### src/rtl/prmcu_uart_pkg.sv
// Shared UART receive-path constants and word type.
package prmcu_uart_pkg;

   localparam int unsigned UART_DATA_W   = 9;
   localparam int unsigned RX_FIFO_DEPTH = 16;

   typedef logic [UART_DATA_W-1:0] uart_word_t;

endpackage

### src/rtl/prmcu_uart_rx_fifo_if.sv
// Receiver-side and reader-side streams of the RX FIFO.
interface prmcu_uart_rx_fifo_if #(
   parameter int unsigned DATA_W = prmcu_uart_pkg::UART_DATA_W
);

   logic [DATA_W-1:0] in_dat_i;
   logic              in_vld_i;
   logic              in_rdy_o;
   logic [DATA_W-1:0] out_dat_o;
   logic              out_vld_o;
   logic              out_rdy_i;

   modport master (
      output in_dat_i, in_vld_i, out_rdy_i,
      input  in_rdy_o, out_dat_o, out_vld_o
   );

   modport slave (
      input  in_dat_i, in_vld_i, out_rdy_i,
      output in_rdy_o, out_dat_o, out_vld_o
   );

endinterface

### src/rtl/prmcu_fifo_mem.sv
// DEPTH x DATA_W register array: one synchronous write port, one combinational read port.
module prmcu_fifo_mem #(
   parameter  int unsigned DATA_W = 9,
   parameter  int unsigned DEPTH  = 16,
   localparam int unsigned ADDR_W = $clog2(DEPTH)
) (
   input  logic              clk,
   input  logic              we,
   input  logic [ADDR_W-1:0] waddr,
   input  logic [DATA_W-1:0] wdata,
   input  logic [ADDR_W-1:0] raddr,
   output logic [DATA_W-1:0] rdata
);

   logic [DATA_W-1:0] mem [DEPTH];

   always_ff @(posedge clk) begin
      if (we) mem[waddr] <= wdata;
   end

   assign rdata = mem[raddr];

endmodule

### src/rtl/prmcu_uart_rx_fifo.sv
// UART receive FWFT FIFO: drops on full with sticky overrun, level and threshold interrupt.
module prmcu_uart_rx_fifo
   import prmcu_uart_pkg::*;
#(
   parameter  int unsigned DATA_W = UART_DATA_W,
   parameter  int unsigned DEPTH  = RX_FIFO_DEPTH,
   localparam int unsigned ADDR_W = $clog2(DEPTH)
) (
   input  logic                clk,
   input  logic                rst,
   prmcu_uart_rx_fifo_if.slave bus,
   input  logic                fifo_en_i,
   input  logic                flush_i,
   output logic [ADDR_W:0]     level_o,
   input  logic [ADDR_W:0]     threshold_i,
   output logic                thr_irq_o,
   output logic                full_o,
   output logic                empty_o,
   output logic                overrun_o,
   input  logic                overrun_clr_i
);

   logic [ADDR_W:0]   wr_ptr, rd_ptr, wr_nxt, rd_nxt, level_nxt;
   logic              full, nonempty, pop, push, drop;
   logic [DATA_W-1:0] rdata;

   always_comb begin
      nonempty = (wr_ptr != rd_ptr);
      full     = (wr_ptr[ADDR_W] != rd_ptr[ADDR_W]) &&
                 (wr_ptr[ADDR_W-1:0] == rd_ptr[ADDR_W-1:0]);
      pop      = nonempty && bus.out_rdy_i;
      // Flush overrides everything; a pop frees the slot for a same-cycle push when full.
      push     = !flush_i && bus.in_vld_i && fifo_en_i && (!full || pop);
      drop     = !flush_i && bus.in_vld_i && fifo_en_i && full && !pop;
      wr_nxt   = flush_i ? '0 : wr_ptr + {{ADDR_W{1'b0}}, push};
      rd_nxt   = flush_i ? '0 : rd_ptr + {{ADDR_W{1'b0}}, (pop && !flush_i)};
      level_nxt = wr_nxt - rd_nxt;
   end

   always_ff @(posedge clk or posedge rst) begin
      if (rst) begin
         wr_ptr    <= '0;
         rd_ptr    <= '0;
         thr_irq_o <= 1'b0;
         overrun_o <= 1'b0;
      end else begin
         wr_ptr    <= wr_nxt;
         rd_ptr    <= rd_nxt;
         thr_irq_o <= (threshold_i != '0) && (level_nxt >= threshold_i);
         if (flush_i)            overrun_o <= 1'b0;
         else if (drop)          overrun_o <= 1'b1;
         else if (overrun_clr_i) overrun_o <= 1'b0;
      end
   end

   prmcu_fifo_mem #(
      .DATA_W (DATA_W),
      .DEPTH  (DEPTH)
   ) u_mem (
      .clk   (clk),
      .we    (push),
      .waddr (wr_ptr[ADDR_W-1:0]),
      .wdata (bus.in_dat_i),
      .raddr (rd_ptr[ADDR_W-1:0]),
      .rdata (rdata)
   );

   assign bus.out_dat_o = rdata;
   assign bus.out_vld_o = nonempty;
   assign bus.in_rdy_o  = fifo_en_i;
   assign level_o       = wr_ptr - rd_ptr;
   assign full_o        = full;
   assign empty_o       = !nonempty;

endmodule

### src/flat_wrapper.sv
// flat-port wrapper written by rule: the top's interface ports become plain ports
module prmcu_uart_rx_fifo_flat import prmcu_uart_pkg::*;
#(
   parameter  int unsigned DATA_W = UART_DATA_W,
   parameter  int unsigned DEPTH  = RX_FIFO_DEPTH,
   localparam int unsigned ADDR_W = $clog2(DEPTH)
)
  (clk, rst, fifo_en_i, flush_i, level_o, threshold_i, thr_irq_o, full_o, empty_o, overrun_o, overrun_clr_i, bus_in_dat_i, bus_in_vld_i, bus_out_rdy_i, bus_in_rdy_o, bus_out_dat_o, bus_out_vld_o);
  prmcu_uart_rx_fifo_if #(.DATA_W(DATA_W)) bus_i ();
  input  logic clk;
  input  logic rst;
  input  logic fifo_en_i;
  input  logic flush_i;
  output logic [ADDR_W:0] level_o;
  input  logic [ADDR_W:0] threshold_i;
  output logic thr_irq_o;
  output logic full_o;
  output logic empty_o;
  output logic overrun_o;
  input  logic overrun_clr_i;
  input wire logic [$bits(bus_i.in_dat_i)-1:0] bus_in_dat_i;
  input wire logic [$bits(bus_i.in_vld_i)-1:0] bus_in_vld_i;
  input wire logic [$bits(bus_i.out_rdy_i)-1:0] bus_out_rdy_i;
  output wire logic [$bits(bus_i.in_rdy_o)-1:0] bus_in_rdy_o;
  output wire logic [$bits(bus_i.out_dat_o)-1:0] bus_out_dat_o;
  output wire logic [$bits(bus_i.out_vld_o)-1:0] bus_out_vld_o;
  assign bus_i.in_dat_i = bus_in_dat_i;
  assign bus_i.in_vld_i = bus_in_vld_i;
  assign bus_i.out_rdy_i = bus_out_rdy_i;
  assign bus_in_rdy_o = bus_i.in_rdy_o;
  assign bus_out_dat_o = bus_i.out_dat_o;
  assign bus_out_vld_o = bus_i.out_vld_o;
  prmcu_uart_rx_fifo #(.DATA_W(DATA_W), .DEPTH(DEPTH)) u_core (.clk(clk), .rst(rst), .bus(bus_i), .fifo_en_i(fifo_en_i), .flush_i(flush_i), .level_o(level_o), .threshold_i(threshold_i), .thr_irq_o(thr_irq_o), .full_o(full_o), .empty_o(empty_o), .overrun_o(overrun_o), .overrun_clr_i(overrun_clr_i));
endmodule
### config.mk
export PLATFORM = sky130hd
export DESIGN_NAME = prmcu_uart_rx_fifo_flat
export DESIGN_NICKNAME = d
export VERILOG_FILES = /design/src/rtl/prmcu_uart_pkg.sv /design/src/rtl/prmcu_uart_rx_fifo_if.sv /design/src/rtl/prmcu_fifo_mem.sv /design/src/rtl/prmcu_uart_rx_fifo.sv /design/src/flat_wrapper.sv
export SDC_FILE = /design/constraint.sdc
export NUM_CORES = 1
export LEC_CHECK = 0
export ABC_AREA = 1
export ABC_CLOCK_PERIOD_IN_PS = 5500
export BUFFER_PORTS_ARGS = -buffer_cell sky130_fd_sc_hd__buf_4
export CAP_MARGIN = 20
export CORE_ASPECT_RATIO = 0.7
export CORE_MARGIN = 8
export CORE_UTILIZATION = 61
export DETAILED_ROUTE_END_ITERATION = 6
export PLACE_DENSITY = 0.8
export SLEW_MARGIN = 20
export SYNTH_ARGS = -nofsm -noshare
export SYNTH_HDL_FRONTEND = slang
export SYNTH_SLANG_ARGS = --single-unit
### constraint.sdc
create_clock -name clk -period 5.5 [get_ports clk]
set_clock_uncertainty 0.2 [all_clocks]
set_input_delay 0.825 -clock clk [delete_from_list [all_inputs] [get_ports clk]]
set_output_delay 0.825 -clock clk [all_outputs]
set_load 0.05 [all_outputs]
== After elaboration in Yosys (flattened, before gate mapping) ==
Memories as Yosys holds them, arrays and structs flattened.
Cells that the tools add are included.

* Register bits: 12
* Bits in writable memories: 144
* Input port bits: 21
* Logic and storage cells: 36
* Memories kept: 1

{| class="wikitable"
|+ Memory list
! name !! depth !! bits a word !! rd ports !! clocked after memory_dff !! write ports !! line !! text
|-
| u_core.u_mem.mem || 16 || 9 || 1 || 0 || 1 || prmcu_fifo_mem.sv:15 || <nowiki>logic [DATA_W-1:0] mem [DEPTH];</nowiki>
|}

* Add/subtract/negate cells: 4
* $lt $le $gt $ge: 1
* Equal/unequal tests: 3
* Multiplexer cells: 7
* Reduce and logical (&&, ||, !) cells: 16

{| class="wikitable"
|+ Operators by type and width
! kind !! count
|-
| adder 5 x 1 -> 5 bit || 2
|-
| 2-to-1 mux 5 bit || 2
|-
| subtractor 5 bit || 2
|-
| logical AND 1 bit || 9
|-
| >= comparator 5 bit || 1
|-
| 2-to-1 mux 1 bit || 5
|-
| != test 5 bit || 1
|-
| nonzero test 5 bit || 1
|-
| equality test 4 bit || 1
|-
| logical NOT 1 bit || 4
|-
| nonzero test 3 bit || 1
|-
| logical OR 1 bit || 1
|-
| != test 1 bit || 1
|}

== Longest topological paths before layout ==
Gate-level depths: netlist (run 1).

* Depth in word-level cells: 10
* Gate-level depth with buffers: 26
* Depth with buffers taken out: 24

== Hierarchy ==
From an unflattened synthesis (run 1), not the netlist that was laid out.

* Cell total of the unflattened synthesis: 749
* Area, all modules: 7430.9 um^2

{| class="wikitable"
|+ Modules (own cells, without submodules)
! module !! instances !! cells an instance !! area an instance (um^2) !! seq. area each (um^2)
|-
| prmcu_fifo_mem || 1 || 606 || 6322.3 || 4324.1
|-
| prmcu_uart_rx_fifo || 1 || 143 || 1108.6 || 300.3
|}

== Least setup slack after synthesis (run 1) ==
No wires, ideal clock.

* Kind: register -> register
* Start point: register u_core.rd_ptr[2]
* End point: register u_core.thr_irq_o
* Library setup time: 126 ps
* Arrival: 4335 ps
* Data required time: 5174 ps
* Setup slack: 839 ps
* Stages on the path, launching flop included: 27
* Path buffers: 2
* Clock period less this slack: 4661 ps
* Cell sequence: dfrtp_1 > clkbuf_2 > clkinv_1 > buf_2 > ha_1 > nand4_1 > or2_2 > inv_1 > nor2_1 > ha_1 > ha_1 > nand2_1 > nand2_1 > nor2_1 > inv_1 > ha_1 > nand2_1 > nand2_1 > a21oi_1 > inv_1 > nand3_1 > nand2_1 > ha_1 > a21oi_1 > o21ai_0 > nor3_1 > nor2_1

{| class="wikitable"
|+ RTL lines
! item !! line !! text
|-
| start: declaration || prmcu_uart_rx_fifo.sv:23 || <nowiki>logic [ADDR_W:0] wr_ptr, rd_ptr, wr_nxt, rd_nxt, level_nxt;</nowiki>
|-
| start signal: assignment || prmcu_uart_rx_fifo.sv:48 || <nowiki>rd_ptr <= rd_nxt;</nowiki>
|-
| != test 5 bit || prmcu_uart_rx_fifo.sv:28 || <nowiki>nonempty = (wr_ptr != rd_ptr);</nowiki>
|-
| via bus_out_vld_o || flat_wrapper.sv:26 || <nowiki>output wire logic [$bits(bus_i.out_vld_o)-1:0] bus_out_vld_o;</nowiki>
|-
| logical AND 1 bit || prmcu_uart_rx_fifo.sv:31 || <nowiki>pop = nonempty && bus.out_rdy_i;</nowiki>
|-
| logical AND 1 bit || prmcu_uart_rx_fifo.sv:36 || <nowiki>rd_nxt = flush_i ? '0 : rd_ptr + {{ADDR_W{1'b0}}, (pop && !flush_i)};</nowiki>
|-
| adder 5 x 1 -> 5 bit || prmcu_uart_rx_fifo.sv:36 ||
|-
| 2-to-1 mux 5 bit || prmcu_uart_rx_fifo.sv:36 ||
|-
| via u_core.rd_nxt[2] || prmcu_uart_rx_fifo.sv:23 ||
|-
| subtractor 5 bit || prmcu_uart_rx_fifo.sv:37 || <nowiki>level_nxt = wr_nxt - rd_nxt;</nowiki>
|-
| >= comparator 5 bit || prmcu_uart_rx_fifo.sv:49 || <nowiki>thr_irq_o <= (threshold_i != '0) && (level_nxt >= threshold_i);</nowiki>
|-
| logical AND 1 bit || prmcu_uart_rx_fifo.sv:49 ||
|-
| end signal: assignment || prmcu_uart_rx_fifo.sv:49 ||
|-
| end: declaration || prmcu_uart_rx_fifo.sv:16 || <nowiki>output logic thr_irq_o,</nowiki>
|}

The timed path passes the listed nets, and every way through them passes these cells.
A chain may end at the register's enable or synchronous reset.

== Final worst setup path (run 1) ==
* Start point: register u_core.rd_ptr[3]
* End point: register u_core.thr_irq_o

{| class="wikitable"
|+ RTL lines
! item !! line
|-
| != test 5 bit || prmcu_uart_rx_fifo.sv:28
|-
| logical AND 1 bit || prmcu_uart_rx_fifo.sv:31
|-
| logical AND 1 bit || prmcu_uart_rx_fifo.sv:36
|-
| adder 5 x 1 -> 5 bit || prmcu_uart_rx_fifo.sv:36
|-
| 2-to-1 mux 5 bit || prmcu_uart_rx_fifo.sv:36
|-
| via u_core.rd_nxt[2] || prmcu_uart_rx_fifo.sv:23
|-
| subtractor 5 bit || prmcu_uart_rx_fifo.sv:37
|-
| >= comparator 5 bit || prmcu_uart_rx_fifo.sv:49
|-
| logical AND 1 bit || prmcu_uart_rx_fifo.sv:49
|}

The timed path passes the listed nets, and every way through them passes these cells.

==> results of run 1 <==
-- worst paths after layout --
kind / endpoint / depth (start not counted) / from
setup / recovery: u_core.thr_irq_o / 24 / u_core.rd_ptr[3]
hold / removal: u_core.overrun_o / 2 / rst
setup reg to reg: u_core.thr_irq_o / 24 / u_core.rd_ptr[3]
hold reg to reg: u_core.overrun_o / 2 / u_core.overrun_o
max in group asynchronous: u_core.rd_ptr[0] / 2 / rst
min in group clk: u_core.overrun_o / 2 / u_core.overrun_o
-- kinds of logic (layout without fill, tap and decap cells) --
| kind of cell | after synthesis | count (layout) |
|---|---|---|
| AO/OA/AOI/OAI | 65 | 65 |
| XOR/XNOR | 7 | 7 |
| adder cells (fa/ha/maj) | 19 | 19 |
| buffers and inverters | 95 | 155 |
| flip-flops | 156 | 156 |
| AND/OR/NAND/NOR | 300 | 300 |
-- layout by cell type (no fill, tap or decap), types with 3 or more instances in the layout --
cell	n
sky130_fd_sc_hd__nand3_1	64
sky130_fd_sc_hd__nor3_1	18
sky130_fd_sc_hd__clkbuf_1	3
sky130_fd_sc_hd__ha_1	17
sky130_fd_sc_hd__xor2_1	4
sky130_fd_sc_hd__o21ai_0	31
sky130_fd_sc_hd__nand2_1	142
sky130_fd_sc_hd__a21oi_1	6
sky130_fd_sc_hd__buf_4	60
sky130_fd_sc_hd__clkbuf_16	17
sky130_fd_sc_hd__bufinv_16	5
sky130_fd_sc_hd__nor2_1	67
sky130_fd_sc_hd__edfxtp_1	144
sky130_fd_sc_hd__clkinv_2	3
sky130_fd_sc_hd__inv_1	60
sky130_fd_sc_hd__o211ai_1	27
sky130_fd_sc_hd__nand4_1	4
sky130_fd_sc_hd__dfrtp_1	11
-- metal layers --
metal,vias to the layer above,GRT usage [%]
met5,-,0
met4,0,6.66
met3,24,5.09
met2,280,34.2
met1,2336,30.3
li1,2295,-
-- power breakdown --
part	internal (W)	switching, W	total, W
logic	0.0000448	0.000110	0.000155
registers	0.00130	0.00000365	0.00130
clock network	0.000804	0.000454	0.00126
-- stage by stage --
| step | cell area (um^2) | setup slack, ns | std cells |
|---|---|---|---|
| floorplan | 7010 | 0.839 | 642 |
| global placement | 7480 | 1.11 | 823 |
| detailed placement | 7480 | 0.894 | 823 |
| CTS | 8110 | 0.880 | 855 |
| global route | 8110 | 0.450 | 855 |
| finish | 8110 | 0.838 | 855 |
-- cell type report --
type | instances | area (um^2) | area share, %
repair buffers | 60 | 450 | 5.55
multi-input cells | 391 | 1970 | 24.3
clock inverters | 12 | 198 | 2.44
inverters | 63 | 236 | 2.92
flip-flops and latches | 156 | 4630 | 57.0
well taps | 153 | 191 | 2.36
clock buffers | 20 | 437 | 5.38
-- registers in the layout, indices dropped and copies added (netlist names) --
register          cells
u_core.overrun_o      1
u_core.rd_ptr         5
u_core.thr_irq_o      1
u_core.u_mem.mem    144
u_core.wr_ptr         5
-- critical path, stage by stage (launching register included) --
cell and delay (ns):
sky130_fd_sc_hd__dfrtp_1 0.59, sky130_fd_sc_hd__inv_1 0.29, sky130_fd_sc_hd__ha_1 0.44, sky130_fd_sc_hd__nand4_1 0.14, sky130_fd_sc_hd__or2_2 0.33, sky130_fd_sc_hd__inv_1 0.08, sky130_fd_sc_hd__nor2_1 0.05, sky130_fd_sc_hd__ha_1 0.21
sky130_fd_sc_hd__ha_1 0.24, sky130_fd_sc_hd__nand2_1 0.08, sky130_fd_sc_hd__nand2_1 0.05, sky130_fd_sc_hd__nor2_1 0.13, sky130_fd_sc_hd__inv_1 0.06, sky130_fd_sc_hd__ha_1 0.35, sky130_fd_sc_hd__nand2_1 0.09, sky130_fd_sc_hd__nand2_1 0.05
sky130_fd_sc_hd__a21oi_1 0.16, sky130_fd_sc_hd__inv_1 0.06, sky130_fd_sc_hd__nand3_1 0.07, sky130_fd_sc_hd__nand2_1 0.06, sky130_fd_sc_hd__ha_1 0.30, sky130_fd_sc_hd__a21oi_1 0.14, sky130_fd_sc_hd__o21ai_0 0.09, sky130_fd_sc_hd__nor3_1 0.19
sky130_fd_sc_hd__nor2_1 0.08
==> impl_results.html, run 1 <==
<table>
<tr><th>Metric</th><th>Value</th></tr>
<tr><th colspan="2">Status</th></tr>
<tr><td>Run status</td><td>complete, no violations</td></tr>
<tr><th colspan="2">Synthesis</th></tr>
<tr><td>Share of the synthesized netlist area taken by xor and xnor gates</td><td>0.981%</td></tr>
<tr><td>Share of synthesized cell area in and, or, nand and nor gates</td><td>17.9%</td></tr>
<tr><td>Count of warnings emitted by yosys</td><td>0</td></tr>
<tr><td>Dominant combinational cell family by area after synthesis</td><td>simple AND/OR/NAND/NOR gates</td></tr>
<tr><td>Cell type contributing the most total cell area after synthesis</td><td>sky130_fd_sc_hd__edfxtp_1</td></tr>
<tr><td>Syn Area/Cell</td><td>10.9 um^2</td></tr>
<tr><td>Number of nets produced by synthesis</td><td>682</td></tr>
<tr><td>Number of synthesized register bits</td><td>156</td></tr>
<tr><td>Synthesized-area fraction occupied by adder cells</td><td>3.60%</td></tr>
<tr><td>Share of Yosys cell area claimed by the top area cell type</td><td>61.6%</td></tr>
<tr><td>Most frequent cells after synthesis</td><td>144 x sky130_fd_sc_hd__edfxtp_1, 142 x sky130_fd_sc_hd__nand2_1, 67 x sky130_fd_sc_hd__nor2_1, 64 x sky130_fd_sc_hd__nand3_1, 60 x sky130_fd_sc_hd__inv_1</td></tr>
<tr><td>Count of flip-flops with a built-in enable after synthesis</td><td>144</td></tr>
<tr><td>Area fraction in compound gates after synthesis</td><td>5.62%</td></tr>
<tr><td>Leading register cell type out of synthesis</td><td>sky130_fd_sc_hd__edfxtp_1</td></tr>
<tr><td>Distinct cell type count of the synthesized netlist</td><td>29</td></tr>
<tr><td>Most repeated cell in the gate-level netlist after synthesis</td><td>sky130_fd_sc_hd__edfxtp_1</td></tr>
<tr><td>Fraction of synthesized area in multiplexers</td><td>0%</td></tr>
<tr><td>Cell types with the largest area share after synthesis</td><td>sky130_fd_sc_hd__edfxtp_1 62%, sky130_fd_sc_hd__nand2_1 7.6%, sky130_fd_sc_hd__nand3_1 4.6%</td></tr>
<tr><td>Synth async-reset ratio</td><td>7.69%</td></tr>
<tr><td>Area of the mapped netlist</td><td>0.00701 mm^2</td></tr>
<tr><td>Share of the yosys chip area belonging to registers</td><td>65.9%</td></tr>
<tr><td>Gate Count Post-Synth</td><td>642</td></tr>
<tr><th colspan="2">STA</th></tr>
<tr><td>Setup TNS Final</td><td>0 ns</td></tr>
<tr><td>Worst Hold Slack</td><td>0.243 ns</td></tr>
<tr><td>Number of slew-limit violations in the final report</td><td>0</td></tr>
<tr><td>Highest attainable clock frequency</td><td>0.214 GHz</td></tr>
<tr><td>Measured slew at the worst slew-check pin</td><td>0.847 ns</td></tr>
<tr><td>RSZ-0062 raised after global routing</td><td>no</td></tr>
<tr><td>Final setup violation count</td><td>0</td></tr>
<tr><td>Period minus WS final</td><td>4.66 ns</td></tr>
<tr><td>Crit share post-route</td><td>84.8%</td></tr>
<tr><td>Headroom to the max-slew limit</td><td>43.5%</td></tr>
<tr><td>Count of endpoints failing hold in the final timing report</td><td>0</td></tr>
<tr><th colspan="2">Floorplanning</th></tr>
<tr><td>IO Count</td><td>41</td></tr>
<tr><td>DIE HEIGHT</td><td>106 um</td></tr>
<tr><td>Die Width</td><td>144 um</td></tr>
<tr><td>Std cell rows</td><td>32</td></tr>
<tr><td>Overall die area</td><td>0.0152 mm^2</td></tr>
<tr><td>Core area</td><td>0.0111 mm^2</td></tr>
<tr><td>Starting density of the core</td><td>63.0%</td></tr>
<tr><th colspan="2">Flow run</th></tr>
<tr><td>Max-capacitance violation count</td><td>0</td></tr>
<tr><th colspan="2">Route</th></tr>
<tr><td>Met2 Wirelength</td><td>7.67 mm</td></tr>
<tr><td>Top Layer Used</td><td>met4</td></tr>
<tr><td>Average routed wire per standard cell</td><td>19.1 um</td></tr>
<tr><td>M1 WL</td><td>6.69 mm</td></tr>
<tr><td>Iteration-0 DRC count of the detailed router</td><td>641</td></tr>
<tr><td>Vias per inst</td><td>5.77</td></tr>
<tr><td>Pre-Repair DR Iteration Count</td><td>6</td></tr>
<tr><td>Met3 Routed Length</td><td>1.79 mm</td></tr>
<tr><td>Routed via count</td><td>4935</td></tr>
<tr><td>Post-route ant nets</td><td>0</td></tr>
<tr><td>Drt drc</td><td>0</td></tr>
<tr><td>Post-Route WL</td><td>16.3 mm</td></tr>
<tr><th colspan="2">Place</th></tr>
<tr><td>GP Congestion</td><td>0.860</td></tr>
<tr><td>Half-perimeter wire length after placement</td><td>10.3 mm</td></tr>
<tr><td>Number of buffers added on ports</td><td>40</td></tr>
<tr><th colspan="2">Clocking</th></tr>
<tr><td>Clock tree from TritonCTS</td><td>yes</td></tr>
<tr><td>Library cell used as clock root buffer</td><td>sky130_fd_sc_hd__clkbuf_16</td></tr>
<tr><td>Number of setup buffers added after CTS</td><td>0</td></tr>
<tr><td>Num CTS Buffers</td><td>17</td></tr>
<tr><td>H-tree depth</td><td>4</td></tr>
<tr><td>Skew-Pair Late Insertion Delay</td><td>0.42 ns</td></tr>
<tr><td>Post-cts sizing count</td><td>0</td></tr>
<tr><td>Clock buffer depth</td><td>2</td></tr>
<tr><td>Clk sinks</td><td>156</td></tr>
<tr><td>Hold-fix buffers at CTS</td><td>0</td></tr>
<tr><td>Clock-pin slew reported for the worst setup and hold paths after clock tree synthesis</td><td>0.06 ns</td></tr>
<tr><th colspan="2">Power</th></tr>
<tr><td>IR drop worst, VDD</td><td>319 uV</td></tr>
<tr><td>Leakage power summed over all cells</td><td>3.20 nW</td></tr>
<tr><td>Total power divided by cell area</td><td>335 mW/mm^2</td></tr>
<tr><td>Overall power of the completed layout</td><td>0.00272 W</td></tr>
<tr><th colspan="2">Global route</th></tr>
<tr><td>Total Routing Usage GR</td><td>22.0%</td></tr>
<tr><td>Via count of the first global-routing pass</td><td>4661</td></tr>
<tr><td>Maximum number of pins on one net before global-route repair</td><td>85</td></tr>
<tr><td>Global-route wire length before repair</td><td>25.1 mm</td></tr>
<tr><td>Total gr overflow</td><td>0</td></tr>
<tr><td>Number of antenna violations at the first check in global routing</td><td>0</td></tr>
<tr><th colspan="2">Critical path</th></tr>
<tr><td>Peak fanout along the critical path</td><td>12</td></tr>
<tr><td>R2R Setup Slk</td><td>0.84 ns</td></tr>
<tr><td>Category of the worst setup path capture point</td><td>register</td></tr>
<tr><td>Data arrival time of the critical path</td><td>4.76 ns</td></tr>
<tr><td>Data required time of the critical path</td><td>5.60 ns</td></tr>
<tr><td>Startpoint types</td><td>register</td></tr>
<tr><td>Worst Path Class, Setup</td><td>register to register</td></tr>
<tr><th colspan="2">Cells and area</th></tr>
<tr><td>Total Nets Final</td><td>729</td></tr>
<tr><td>Final core utilization</td><td>72.9%</td></tr>
<tr><td>Layout-stage area growth over the synthesis result</td><td>15.6%</td></tr>
<tr><td>Fraction of layout cells with a size suffix above 1</td><td>13.8%</td></tr>
<tr><td>Filler cell count</td><td>750</td></tr>
<tr><td>Count of inserted antenna diode cells</td><td>0</td></tr>
<tr><th colspan="2">Worst hold path</th></tr>
<tr><td>Type of the most critical hold path</td><td>input port to asynchronous set/reset pin</td></tr>
</table>
Note: power is estimated with default switching activity, not from simulation.
==> run 2: changes to the inputs <==
Settings changed: ABC_AREA 1 to 0, ABC_CLOCK_PERIOD_IN_PS 5500 to 4000, CORE_UTILIZATION 61 to 54, PLACE_DENSITY 0.8 to 0.75.
Clock period 5.5 ns to 4 ns, I/O delays scaled along.
==> run 2 against run 1 <==
  * Critical path depth shrank 6
  * Die area rose by 6.5%
  * Total power is 26% higher
  * Wire length fell by 16%
==> impl_results.html, run 2 <==
<table>
<tr><th>Metric</th><th>Value</th></tr>
<tr><th colspan="2">Status</th></tr>
<tr><td>Run status</td><td>complete, no violations</td></tr>
<tr><th colspan="2">Flow run</th></tr>
<tr><td>Max-capacitance violation count</td><td>0</td></tr>
<tr><th colspan="2">Place</th></tr>
<tr><td>Dpl cells</td><td>546</td></tr>
<tr><td>GP Congestion</td><td>0.737</td></tr>
<tr><td>Post-Place Worst Slack</td><td>0.226 ns</td></tr>
<tr><td>Number of buffers added on ports</td><td>40</td></tr>
<tr><td>Half-perimeter wire length after placement</td><td>8.49 mm</td></tr>
<tr><th colspan="2">Floorplanning</th></tr>
<tr><td>Overall die area</td><td>0.0162 mm^2</td></tr>
<tr><td>Std cell rows</td><td>34</td></tr>
<tr><td>Die Width</td><td>149 um</td></tr>
<tr><td>DIE HEIGHT</td><td>109 um</td></tr>
<tr><td>Core area</td><td>0.0123 mm^2</td></tr>
<tr><td>Starting density of the core</td><td>54.5%</td></tr>
<tr><td>IO Count</td><td>41</td></tr>
<tr><th colspan="2">Cells and area</th></tr>
<tr><td>Most common library cell in the layout ignoring fill and taps</td><td>sky130_fd_sc_hd__edfxtp_1</td></tr>
<tr><td>Most flop-heavy register</td><td>u_core.u_mem.mem</td></tr>
<tr><td>Count of inserted antenna diode cells</td><td>0</td></tr>
<tr><td>Non-Filler Instances</td><td>580</td></tr>
<tr><td>Filler cell count</td><td>824</td></tr>
<tr><td>Number of flip-flops in the largest register</td><td>144</td></tr>
<tr><td>Layout-stage area growth over the synthesis result</td><td>18.4%</td></tr>
<tr><td>Fraction of layout cells with a size suffix above 1</td><td>31.8%</td></tr>
<tr><td>Top library cells by usage in the layout, fill and taps aside</td><td>144 x sky130_fd_sc_hd__edfxtp_1, 67 x sky130_fd_sc_hd__buf_4, 32 x sky130_fd_sc_hd__mux4_1, 19 x sky130_fd_sc_hd__inv_1, 17 x sky130_fd_sc_hd__clkbuf_16</td></tr>
<tr><td>Reg area</td><td>0.00463 mm^2</td></tr>
<tr><td>Footprint of the multi-input gates</td><td>0.00194 mm^2</td></tr>
<tr><td>Total Nets Final</td><td>445</td></tr>
<tr><td>Largest registers</td><td>u_core.u_mem.mem x144, u_core.rd_ptr x5, u_core.wr_ptr x5</td></tr>
<tr><th colspan="2">Synthesis</th></tr>
<tr><td>Count of warnings emitted by yosys</td><td>0</td></tr>
<tr><td>Cell types with the largest area share after synthesis</td><td>sky130_fd_sc_hd__edfxtp_1 65%, sky130_fd_sc_hd__mux4_1 13%, sky130_fd_sc_hd__dfrtp_1 4.5%</td></tr>
<tr><td>Share of Yosys cell area claimed by the top area cell type</td><td>64.8%</td></tr>
<tr><td>Leading register cell type out of synthesis</td><td>sky130_fd_sc_hd__edfxtp_1</td></tr>
<tr><td>Cell type contributing the most total cell area after synthesis</td><td>sky130_fd_sc_hd__edfxtp_1</td></tr>
<tr><td>Distinct cell type count of the synthesized netlist</td><td>34</td></tr>
<tr><td>Share of the yosys chip area belonging to registers</td><td>69.3%</td></tr>
<tr><td>Syn Area/Cell</td><td>20.0 um^2</td></tr>
<tr><td>Area of the mapped netlist</td><td>0.00668 mm^2</td></tr>
<tr><td>Number of synthesized register bits</td><td>156</td></tr>
<tr><td>Count of flip-flops with a built-in enable after synthesis</td><td>144</td></tr>
<tr><td>Most frequent cells after synthesis</td><td>144 x sky130_fd_sc_hd__edfxtp_1, 32 x sky130_fd_sc_hd__mux4_1, 22 x sky130_fd_sc_hd__inv_1, 17 x sky130_fd_sc_hd__ha_1, 13 x sky130_fd_sc_hd__mux4_2</td></tr>
<tr><td>Number of nets produced by synthesis</td><td>374</td></tr>
<tr><td>Most repeated cell in the gate-level netlist after synthesis</td><td>sky130_fd_sc_hd__edfxtp_1</td></tr>
<tr><td>Synth async-reset ratio</td><td>7.69%</td></tr>
<tr><td>Gate Count Post-Synth</td><td>334</td></tr>
<tr><th colspan="2">Critical path</th></tr>
<tr><td>Worst Path Class, Setup</td><td>register to register</td></tr>
<tr><td>Data arrival time of the critical path</td><td>3.91 ns</td></tr>
<tr><td>Ordered list of cells on the worst path</td><td>inv_1 -&gt; ha_1 -&gt; nand4_1 -&gt; nor3_2 -&gt; or3_4 -&gt; inv_2 -&gt; ha_2 -&gt; nand2b_1 -&gt; ha_2 -&gt; inv_2 -&gt; fa_2 -&gt; a21o_1 -&gt; a21oi_2 -&gt; xnor2_1 -&gt; xnor2_1 -&gt; ha_1 -&gt; o22ai_2 -&gt; a21oi_1</td></tr>
<tr><td>Crit path buffers/inverters</td><td>3</td></tr>
<tr><td>Category of the worst setup path capture point</td><td>register</td></tr>
<tr><td>Crit-path slowest cell</td><td>sky130_fd_sc_hd__dfrtp_1</td></tr>
<tr><td>Cell family with most CP delay</td><td>adder cells</td></tr>
<tr><td>Data required time of the critical path</td><td>4.10 ns</td></tr>
<tr><td>Max incr delay on CP</td><td>0.42 ns</td></tr>
<tr><td>Startpoint types</td><td>register</td></tr>
<tr><td>Peak fanout along the critical path</td><td>5</td></tr>
<tr><th colspan="2">Route</th></tr>
<tr><td>Vias per inst</td><td>5.90</td></tr>
<tr><td>Pre-Repair DR Iteration Count</td><td>4</td></tr>
<tr><td>Average routed wire per standard cell</td><td>23.7 um</td></tr>
<tr><td>Drt drc</td><td>0</td></tr>
<tr><td>Post-route ant nets</td><td>0</td></tr>
<tr><td>Iteration-0 DRC count of the detailed router</td><td>305</td></tr>
<tr><td>Post-Route WL</td><td>13.7 mm</td></tr>
<tr><td>Routed via count</td><td>3424</td></tr>
<tr><th colspan="2">Clocking</th></tr>
<tr><td>Num CTS Buffers</td><td>17</td></tr>
<tr><td>Clk sinks</td><td>156</td></tr>
<tr><td>Clock-pin slew reported for the worst setup and hold paths after clock tree synthesis</td><td>0.06 ns</td></tr>
<tr><td>H-tree depth</td><td>4</td></tr>
<tr><td>Library cell used as clock root buffer</td><td>sky130_fd_sc_hd__clkbuf_16</td></tr>
<tr><td>Clock buffer depth</td><td>2</td></tr>
<tr><td>Skew-Pair Late Insertion Delay</td><td>0.42 ns</td></tr>
<tr><td>Clock tree from TritonCTS</td><td>yes</td></tr>
<tr><th colspan="2">STA</th></tr>
<tr><td>Final setup violation count</td><td>0</td></tr>
<tr><td>Period minus WS final</td><td>3.81 ns</td></tr>
<tr><td>Highest attainable clock frequency</td><td>0.262 GHz</td></tr>
<tr><td>Measured slew at the worst slew-check pin</td><td>0.688 ns</td></tr>
<tr><td>Number of slew-limit violations in the final report</td><td>0</td></tr>
<tr><td>Count of endpoints failing hold in the final timing report</td><td>0</td></tr>
<tr><td>Headroom to the max-slew limit</td><td>53.8%</td></tr>
<tr><td>Setup slack of the critical path after layout</td><td>0.188 ns</td></tr>
<tr><td>Crit share post-route</td><td>95.3%</td></tr>
<tr><th colspan="2">Global route</th></tr>
<tr><td>Global-route wire length before repair</td><td>21.0 mm</td></tr>
<tr><td>Maximum number of pins on one net before global-route repair</td><td>40</td></tr>
<tr><td>Number of antenna violations at the first check in global routing</td><td>0</td></tr>
<tr><td>Total Routing Usage GR</td><td>18.2%</td></tr>
<tr><td>Total gr overflow</td><td>0</td></tr>
<tr><td>Via count of the first global-routing pass</td><td>3464</td></tr>
<tr><th colspan="2">Power</th></tr>
<tr><td>IR drop worst, VDD</td><td>325 uV</td></tr>
<tr><td>Total power divided by cell area</td><td>435 mW/mm^2</td></tr>
<tr><td>Overall power of the completed layout</td><td>0.00344 W</td></tr>
<tr><td>Leakage power summed over all cells</td><td>2.82 nW</td></tr>
<tr><th colspan="2">Worst hold path</th></tr>
<tr><td>Type of the most critical hold path</td><td>input port to asynchronous set/reset pin</td></tr>
</table>
-- run 2: cell count changes in the layout (fill, tap and decap cells not counted), sizes merged, moves of 30 or more --
cell,before,now
mux4,0,45
o21ai,31,1
inv,62,27
nand2,144,5
nand3,64,4
nor2,68,11
-- run 2: final cells by class --
cell class / instances / area share, %
clock inverter: 14 / 1.41
tap: 162 / 2.57
clock buffer: 18 / 5.43
multi-input combinational: 141 / 24.6
inverter: 22 / 1.08
timing repair buffer: 67 / 6.37
sequential: 156 / 58.5
-- run 2: cells by family after synthesis --
kind of cell,share of synthesized area [%]
flops,69.3
simple gates,3.97
mux,17.0
buf+inv,2.70
fa+ha+maj,3.79
xor+xnor,2.08
compound gates,1.20
-- run 2: timing repair --
item / 4_1_cts / 5_1_grt
setup endpoints to repair: 0 / 1
buffers inserted: 0 / 2
gates resized for setup: 0 / 2
hold buffers: 0 / 0
-- run 2: stage by stage --
stage	hold slack [ns]	util, %	setup TNS, ns	area (um^2)
4_1_cts	0.0147	64.3	0	7880
5_1_grt	0.0479	64.5	-0.0429	7900
3_5_place_dp	0.312	59.9	0	7330
2_1_floorplan	0.265	-	0	6750
3_3_place_gp	0.297	59.9	0	7330
6_report	0.00105	64.5	0	7900
-- run 2: routing by layer --
layer	up-vias	wire, um	global-route usage, %
met5	-	0	0
met4	0	222	6.17
met3	19	824	4.77
met2	110	6750	28.7
met1	1790	5950	24.4
li1	1505	-	-
-- run 2: path summary, 6_finish.rpt --
check	start	cells after the start	to	slack, ns
setup / recovery	u_core.wr_ptr[0]	18	u_core.thr_irq_o	0.19
hold / removal	rst	2	u_core.thr_irq_o	0.001
setup reg to reg	u_core.wr_ptr[0]	18	u_core.thr_irq_o	0.19
hold reg to reg	u_core.overrun_o	2	u_core.overrun_o	0.32
max in group asynchronous	rst	2	u_core.rd_ptr[0]	3.24
min in group clk	bus_in_vld_i	3	u_core.overrun_o	0.27
-- run 2: power breakdown --
group	internal (W)	switching (W)	total [W]
logic	0.0000737	0.000111	0.000185
clock network	0.000804	0.000657	0.00146
registers	0.00179	0.00000266	0.00179
